==> src/rtl/i2c_target.sv <==
// I2C target with an 8-bit register pointer: write = pointer byte then data bytes,
// read = stream from the pointer. Inputs are synchronized and glitch-filtered first.
module i2c_target #(
  parameter logic [6:0] DEV_ADDR   = 7'h50,
  parameter int         FILTER_LEN = 3
) (
  input  logic       clk,
  input  logic       reset,
  input  logic       scl_in,
  input  logic       sda_in,
  output logic       sda_oe,
  output logic [7:0] reg_addr,
  output logic [7:0] reg_wdata,
  output logic       reg_we,
  output logic       reg_re,
  input  logic [7:0] reg_rdata,
  output logic       busy
);

  localparam int CW = (FILTER_LEN > 1) ? $clog2(FILTER_LEN) : 1;

  typedef enum logic [3:0] {
    S_IDLE, S_ADDR, S_ADDR_ACK, S_PTR, S_PTR_ACK,
    S_WDATA, S_WDATA_ACK, S_RDATA, S_RDATA_ACK, S_IGNORE
  } state_t;

  logic [1:0] w_pad;
  logic [1:0] w_filt;
  logic [1:0] w_filt_d;

  assign w_pad = {sda_in, scl_in};

  // Index 0 is SCL, index 1 is SDA; a level must persist FILTER_LEN clocks to pass.
  for (genvar gi = 0; gi < 2; gi++) begin : g_filt
    logic          r_meta;
    logic          r_sync;
    logic          r_filt;
    logic          r_filt_d;
    logic [CW-1:0] r_cnt;

    always_ff @(posedge clk or posedge reset) begin
      if (reset) begin
        r_meta   <= 1'b1;
        r_sync   <= 1'b1;
        r_filt   <= 1'b1;
        r_filt_d <= 1'b1;
        r_cnt    <= '0;
      end else begin
        r_meta   <= w_pad[gi];
        r_sync   <= r_meta;
        r_filt_d <= r_filt;
        if (r_sync == r_filt) begin
          r_cnt <= '0;
        end else if (r_cnt == CW'(FILTER_LEN - 1)) begin
          r_filt <= r_sync;
          r_cnt  <= '0;
        end else begin
          r_cnt <= r_cnt + 1'b1;
        end
      end
    end

    assign w_filt[gi]   = r_filt;
    assign w_filt_d[gi] = r_filt_d;
  end

  logic       w_scl_rise;
  logic       w_scl_fall;
  logic       w_start;
  logic       w_stop;
  logic [7:0] w_byte;

  state_t     r_state;
  logic [7:0] r_shift;
  logic [7:0] r_ptr;
  logic [2:0] r_bit;
  logic [1:0] r_ph;
  logic       r_rw;
  logic       r_re_pend;
  logic       r_re_d;

  assign w_scl_rise = w_filt[0] & ~w_filt_d[0];
  assign w_scl_fall = ~w_filt[0] & w_filt_d[0];
  assign w_start    = w_filt[0] & w_filt_d[0] & w_filt_d[1] & ~w_filt[1];
  assign w_stop     = w_filt[0] & w_filt_d[0] & ~w_filt_d[1] & w_filt[1];
  assign w_byte     = {r_shift[6:0], w_filt[1]};
  assign reg_addr   = r_ptr;

  always_ff @(posedge clk or posedge reset) begin
    if (reset) begin
      r_state   <= S_IDLE;
      r_shift   <= '0;
      r_ptr     <= '0;
      r_bit     <= '0;
      r_ph      <= '0;
      r_rw      <= 1'b0;
      r_re_pend <= 1'b0;
      r_re_d    <= 1'b0;
      sda_oe    <= 1'b0;
      reg_we    <= 1'b0;
      reg_re    <= 1'b0;
      reg_wdata <= '0;
      busy      <= 1'b0;
    end else begin
      reg_we    <= 1'b0;
      reg_re    <= r_re_pend;
      r_re_pend <= 1'b0;
      r_re_d    <= reg_re;
      if (r_re_d) r_shift <= reg_rdata;
      if (reg_we) r_ptr <= r_ptr + 8'd1;

      if (w_start) begin
        r_state <= S_ADDR;
        r_bit   <= '0;
        r_ph    <= '0;
        sda_oe  <= 1'b0;
        busy    <= 1'b1;
      end else if (w_stop) begin
        r_state <= S_IDLE;
        sda_oe  <= 1'b0;
        busy    <= 1'b0;
      end else begin
        case (r_state)
          S_ADDR, S_PTR, S_WDATA: begin
            if (w_scl_rise) begin
              r_shift <= w_byte;
              r_bit   <= r_bit + 3'd1;
              if (r_bit == 3'd7) begin
                r_ph <= 2'd0;
                if (r_state == S_ADDR) begin
                  r_rw    <= w_byte[0];
                  r_state <= (w_byte[7:1] == DEV_ADDR) ? S_ADDR_ACK : S_IGNORE;
                end else if (r_state == S_PTR) begin
                  r_ptr   <= w_byte;
                  r_state <= S_PTR_ACK;
                end else begin
                  reg_we    <= 1'b1;
                  reg_wdata <= w_byte;
                  r_state   <= S_WDATA_ACK;
                end
              end
            end
          end
          // Phase 0 waits for the fall that opens the ACK slot, phase 1 for the one closing it.
          S_ADDR_ACK, S_PTR_ACK, S_WDATA_ACK: begin
            if (w_scl_rise && r_ph == 2'd1 && r_state == S_ADDR_ACK && r_rw) r_re_pend <= 1'b1;
            if (w_scl_fall) begin
              if (r_ph == 2'd0) begin
                sda_oe <= 1'b1;
                r_ph   <= 2'd1;
              end else begin
                r_ph  <= 2'd0;
                r_bit <= '0;
                if (r_state == S_ADDR_ACK && r_rw) begin
                  r_state <= S_RDATA;
                  sda_oe  <= ~r_shift[7];
                end else begin
                  sda_oe  <= 1'b0;
                  r_state <= (r_state == S_ADDR_ACK) ? S_PTR : S_WDATA;
                end
              end
            end
          end
          S_RDATA: begin
            if (w_scl_fall) begin
              r_shift <= {r_shift[6:0], 1'b0};
              sda_oe  <= ~r_shift[6];
            end
            if (w_scl_rise) begin
              r_bit <= r_bit + 3'd1;
              if (r_bit == 3'd7) begin
                r_state <= S_RDATA_ACK;
                r_ph    <= 2'd0;
              end
            end
          end
          S_RDATA_ACK: begin
            if (r_ph == 2'd0) begin
              if (w_scl_fall) begin
                sda_oe <= 1'b0;
                r_ph   <= 2'd1;
              end
            end else if (r_ph == 2'd1) begin
              if (w_scl_rise) begin
                if (!w_filt[1]) begin
                  r_ptr     <= r_ptr + 8'd1;
                  r_re_pend <= 1'b1;
                  r_ph      <= 2'd2;
                end else begin
                  r_state <= S_IGNORE;
                end
              end
            end else if (w_scl_fall) begin
              r_state <= S_RDATA;
              r_bit   <= '0;
              sda_oe  <= ~r_shift[7];
            end
          end
          default: ;
        endcase
      end
    end
  end

endmodule
==> config.mk <==
export PLATFORM = sky130hd
export DESIGN_NAME = i2c_target
export DESIGN_NICKNAME = d
export VERILOG_FILES = /design/src/rtl/i2c_target.sv
export SDC_FILE = /design/constraint.sdc
export NUM_CORES = 1
export LEC_CHECK = 0
export CAP_MARGIN = 10
export CORE_MARGIN = 2
export CORE_UTILIZATION = 45
export DETAILED_ROUTE_END_ITERATION = 10
export PLACE_DENSITY = 0.71
export SLEW_MARGIN = 25
export SYNTH_ARGS = -nofsm -noshare
export SYNTH_HDL_FRONTEND = slang
export SYNTH_SLANG_ARGS = --single-unit
==> constraint.sdc <==
create_clock -name clk -period 3.6 [get_ports clk]
set_input_delay 0.54 -clock clk [delete_from_list [all_inputs] [get_ports clk]]
set_output_delay 0.54 -clock clk [all_outputs]
set_load 0.02 [all_outputs]
Word-level counts from Yosys, hierarchy flattened
Index checks and enable logic that the tools add are counted.

word-level totals
  input port bits = 12
  register bits = 52
  output and inout bits = 20
  word-level logic and storage cells = 196

cells by class
  reductions and logical operators = 20
  equal/unequal tests = 40
  bitwise operators = 19
  mux-type cells = 90
  add/subtract/negate cells = 4

operators with widths
  cell                                                                      count
  8-bit two-way mux                                                         16
  4-bit two-way mux                                                         15
  4-bit inequality test (second input constant)                             12
  8-bit case mux with 2 select lines                                        2
  2-bit two-way mux                                                         15
  3-bit two-way mux                                                         10
  1-bit two-way mux                                                         27
  5-bit inequality test (second input constant)                             5
  4-bit by 3-bit == test with 1-bit output (second input constant)          4
  4-bit case mux with 4 select lines                                        1
  3-bit inequality test (second input constant)                             5
  1-bit NOT                                                                 12
  6-bit AND reduction                                                       2
  11-bit AND reduction                                                      1
  3-bit case mux with 3 select lines                                        1
  9-bit AND reduction                                                       1
  8-bit by 1-bit adder with 8-bit output (second input constant)            1
  4-bit by 2-bit == test with 1-bit output (second input constant)          2
  8-bit AND reduction                                                       1
  1-bit bitwise AND                                                         7
  7-bit == test (second input constant)                                     1
  7-bit AND reduction                                                       1
  3-bit by 1-bit inequality test with 1-bit output (second input constant)  2
  2-bit case mux with 3 select lines                                        1
  other kinds (20)                                                          28

Depth between registers and ports, before layout
  depth after elaboration = 9
  mapped depth = 8
  mapped depth without buffers = 7

Least setup slack after synthesis
Ideal clock, no wire load.

  path kind = flip-flop to flip-flop
  start point = register g_filt[0].r_filt_d
  end point = register r_state[0]
  setup time = 0.125 ns
  arrival = 1.728 ns
  clock period less this slack = 1.853 ns
  required time = 3.475 ns
  path buffers = 1
  setup slack = 1.747 ns
  stages on the path, launching flop included = 6
  cells stage by stage = dfstp_2 > clkbuf_1 > nor2b_1 > o21a_1 > o32a_1 > mux2_4

on the way
  longest elaborated chain between the ends = 5
  elaborated cells on any way between the ends = 22
  classes of those cells = 10 x eq/ne; 2 x mux; 8 x bitwise; 2 x reduce/logical

ends and longest elaborated chain
  item                                                                        line    source
  start: declaration                                                          38      logic r_filt_d;
  start signal: assignment                                                    51      r_filt_d <= r_filt;
  1-bit bitwise AND                                                           84, 85
  1-bit bitwise AND (on tied branches) (2 in series)                          84, 85
  5-bit inequality test (no source line) (tied with other cells)              --
  11-bit AND reduction (no source line) or 4-bit two-way mux (tied branches)  --
  end signal: assignment                                                      132     r_state <= (w_byte[7:1] == DEV_ADDR) ? S_ADDR_ACK : S_IGNORE;
  end signal: assignment                                                      159     r_state <= (r_state == S_ADDR_ACK) ? S_PTR : S_WDATA;
  end: declaration                                                            73      state_t r_state;

Parallel ways exist; a longest one is shown, timed or not.
A chain may end at the register's enable or synchronous reset.

Worst setup path in the final report
  start point = register reg_we
  end point = output port reg_we

RTL lines
  item                      line  source
  start: declaration        14    output logic reg_we,
  start signal: assignment  100   reg_we <= 1'b0;
  start signal: assignment  105   reg_we <= 1'b0;
  start signal: assignment  137   reg_we <= 1'b1;

No word-level cell between the ends.

==> impl_results.md <==
- Effective utilization at floorplan: 0.466
- CP Max Fanout: 17
- GR Layer Usage met3: 0.0399
- Commonest cells post-synth: dfrtp_1, nor2_1, nand2_1
- Synth area leader: dfrtp_1
- Largest net degree at the start of global routing: slightly above 50
- Dpl hpwl: roughly 5000 um
- Detailed Route Iter0 Violations: about 160
- Max Cap Viol: 0
- Post-synthesis sequential area ratio: 0.444
- Rel. slew slack: 0.550
- Layout cell share with drive strength beyond 1: 0.141
- Largest delay contributor family on the critical path: flip-flops
- Required time worst endpoint: between 3 and 4 ns
- CTS tree: built
- Area Overhead vs Synth: 16.2%
- # resized after CTS: 0
- Nets@finish: between 300 and 400
- Grt ovf: 0
- Reg-to-reg endpoint: r_state[0]
- Startpoint types: flip-flop
- Worst Hold End: g_filt[0].r_sync
- Peak VDD IR: roughly 0.00041 V
- Ys flop type: dfrtp_1
- RSZ-0062 raised after global routing: no
- Initial antenna violation count: 0
- H-tree Lvls: 2
- Setup-failing EPs final: 0
- Die ar.: 7230 um2
- Leak: 1.42 nW
- Worst Hold Class: flip-flop to flip-flop
- Post-synth ARST share: 1.00
- Worst hold path stage count: 0
- Status: complete, no violations
- Tmin final: around 2.3 ns
- Die height: ~85 um
- Worst R2R Setup Slack: roughly 1.4 ns
- Main area contributors after synthesis: dfrtp_1, dfstp_2, mux2_2
- CTS Sinks: 52
- Drt via density: ~6
- DR pass1 iterations: 4
- Worst Path Buf+Inv: 1
- Crit. End Element: output pin
- Avg Cell Area, Syn: just under 10 um2
- Chip width: approximately 85 um
- Max Fclk: about 440 MHz
- Worst path slowest cell: dfrtp_1
- Post-CTS Hold Buffers: 0
- CTS clock-pin slew for the worst setup and hold paths: around 0.10 ns
- CTS Buf Count: 5
- Worst R2R Path Depth: 5
- Pwr dens: between 500 and 600 nW/um2
- Met2 Use GR: 0.313
- RR Startpoint: r_state[2]
- Max Slew Vio Count: 0
- Cells after Synth: roughly 300
- HP Start: g_filt[0].r_meta
- Core Util, Final: 0.541
- Final clock skew: approximately 0.0062 ns
- Least-Margin Pin Slew: ~0.67 ns
- Root Buffer: clkbuf_8
- First-pass GRT wire length: 12300 um
- Port Buffers: 31
- CP Class: flip-flop to output pin
- Site Rows: 29
- Worst-skew pair later-pin latency: roughly 0.31 ns
- Hold Fails Final Rpt: 0
- Drt drc: 0
- Worst path cell trace: clkdlybuf4s50_1
- Postcts setup bufs: 0
- Post-synth design cell area: 2960 um2
- GRT met1 Usage: 0.311
- Yosys warns: 0
- Total track usage: 0.215
- Synthesis-stage register bit count: 52
- GR peak layer: met2
- I/O pin count: 32
- ANT cells: 0
- Post-synth EDFFs: 0
- CP max stage delay: between 0.7 and 0.8 ns
- Vias in the first global route: 2435
- Yosys cell types: 65
- Core Region: roughly 6300 um2
- Period Utilization, post-route: 0.630
- Clk buf depth: 2
- Antenna Violating Nets Remaining: 0
- Post-Route WL: ~7200 um
- Area share of the largest cell type after synthesis: 0.372
- CP arrival: roughly 1.7 ns
- Routed via count: approximately 2400
- Syn nets: around 320
- Most frequent cell after synthesis: dfrtp_1
- Setup_tns: 0 ns
- WL/cell: 17.8 um
- Routability Congestion: between 0.9 and 1
flip-flops by register name, indices dropped and copies added (netlist names), 2 cells and up:
register,count
r_state,4
g_filt.r_meta,2
reg_addr,8
g_filt.r_filt_d,2
r_shift,8
r_bit,3
reg_wdata,8
g_filt.r_sync,2
g_filt.r_filt,2
g_filt.r_cnt,4
r_ph,2
worst max path at each step:
stage / from / end / slack (ns) / cells after the start
2_1_floorplan: g_filt[0].r_filt_d / r_state[0] / 1.75 / 5
3_3_place_gp: r_state[2] / r_state[0] / 1.41 / 5
3_5_place_dp: r_state[1] / r_state[0] / 1.41 / 5
4_1_cts: reg_we / reg_we / 1.33 / 1
5_1_grt: reg_we / reg_we / 1.25 / 1
6_report: reg_we / reg_we / 1.33 / 1
placed cells by master (no fill, tap or decap), drive strengths merged, types with 6 or more instances in the layout:
cell type / synthesis / final
a21oi: 18 / 18
nand3: 6 / 6
mux2i: 11 / 11
xor2: 7 / 7
nor3: 12 / 12
a31oi: 6 / 6
o21ai: 11 / 11
dfstp: 8 / 8
nand2: 27 / 27
xnor2: 6 / 6
inv: 6 / 6
nor2b: 9 / 9
dfrtp: 44 / 44
clkdlybuf4s50: 0 / 31
clkbuf: 7 / 6
nor2: 29 / 29
mux2: 13 / 13
kinds of logic (layout without fill, tap and decap cells):
family | Yosys count | in the layout | share of synthesized area
AOI/OAI and AO/OA | 76 | 76 | 0.178
adders and majority gates | 3 | 3 | 0.0127
muxes | 24 | 24 | 0.0880
buffers and inverters | 22 | 47 | 0.0343
DFF | 52 | 52 | 0.444
xor gates and xnor gates | 13 | 13 | 0.0385
and+or+nand+nor | 111 | 111 | 0.205
metal layers:
layer / vias to the layer above / part of all wire
met4: 0 / 0.022
met3: 18 / 0.067
met2: 87 / 0.46
met1: 1188 / 0.45
met5: - / 0
li1: 1149 / -
power by group:
group / total [mW] / switching [mW] / internal, mW / leakage [nW]
sequential: 0.820 / 0.139 / 0.681 / 0.657
clock: 0.478 / 0.200 / 0.278 / 0.0654
combinational: 0.428 / 0.242 / 0.186 / 0.698
stage by stage:
stage	total power, mW	cell area [um2]	hold WS (ns)	setup slack, ns	std cells
floorplan	1.12	2960	0.331	1.75	301
global placement	1.25	3300	0.333	1.41	395
detailed placement	1.26	3300	0.345	1.41	395
CTS	1.73	3430	0.361	1.33	403
global route	1.83	3430	0.366	1.25	403
finish	1.73	3430	0.360	1.33	403
cell type report:
cell class,count,area (um2)
Sequential cell,52,1310
Inverter,6,25.0
Clock buffer,6,72.6
Multi-Input combinational cell,227,1540
Fill cell,581,2920
Tap cell,77,96.3
Timing Repair Buffer,33,325
Clock inverter,2,60.1
Power figures use the tool's default switching activity.
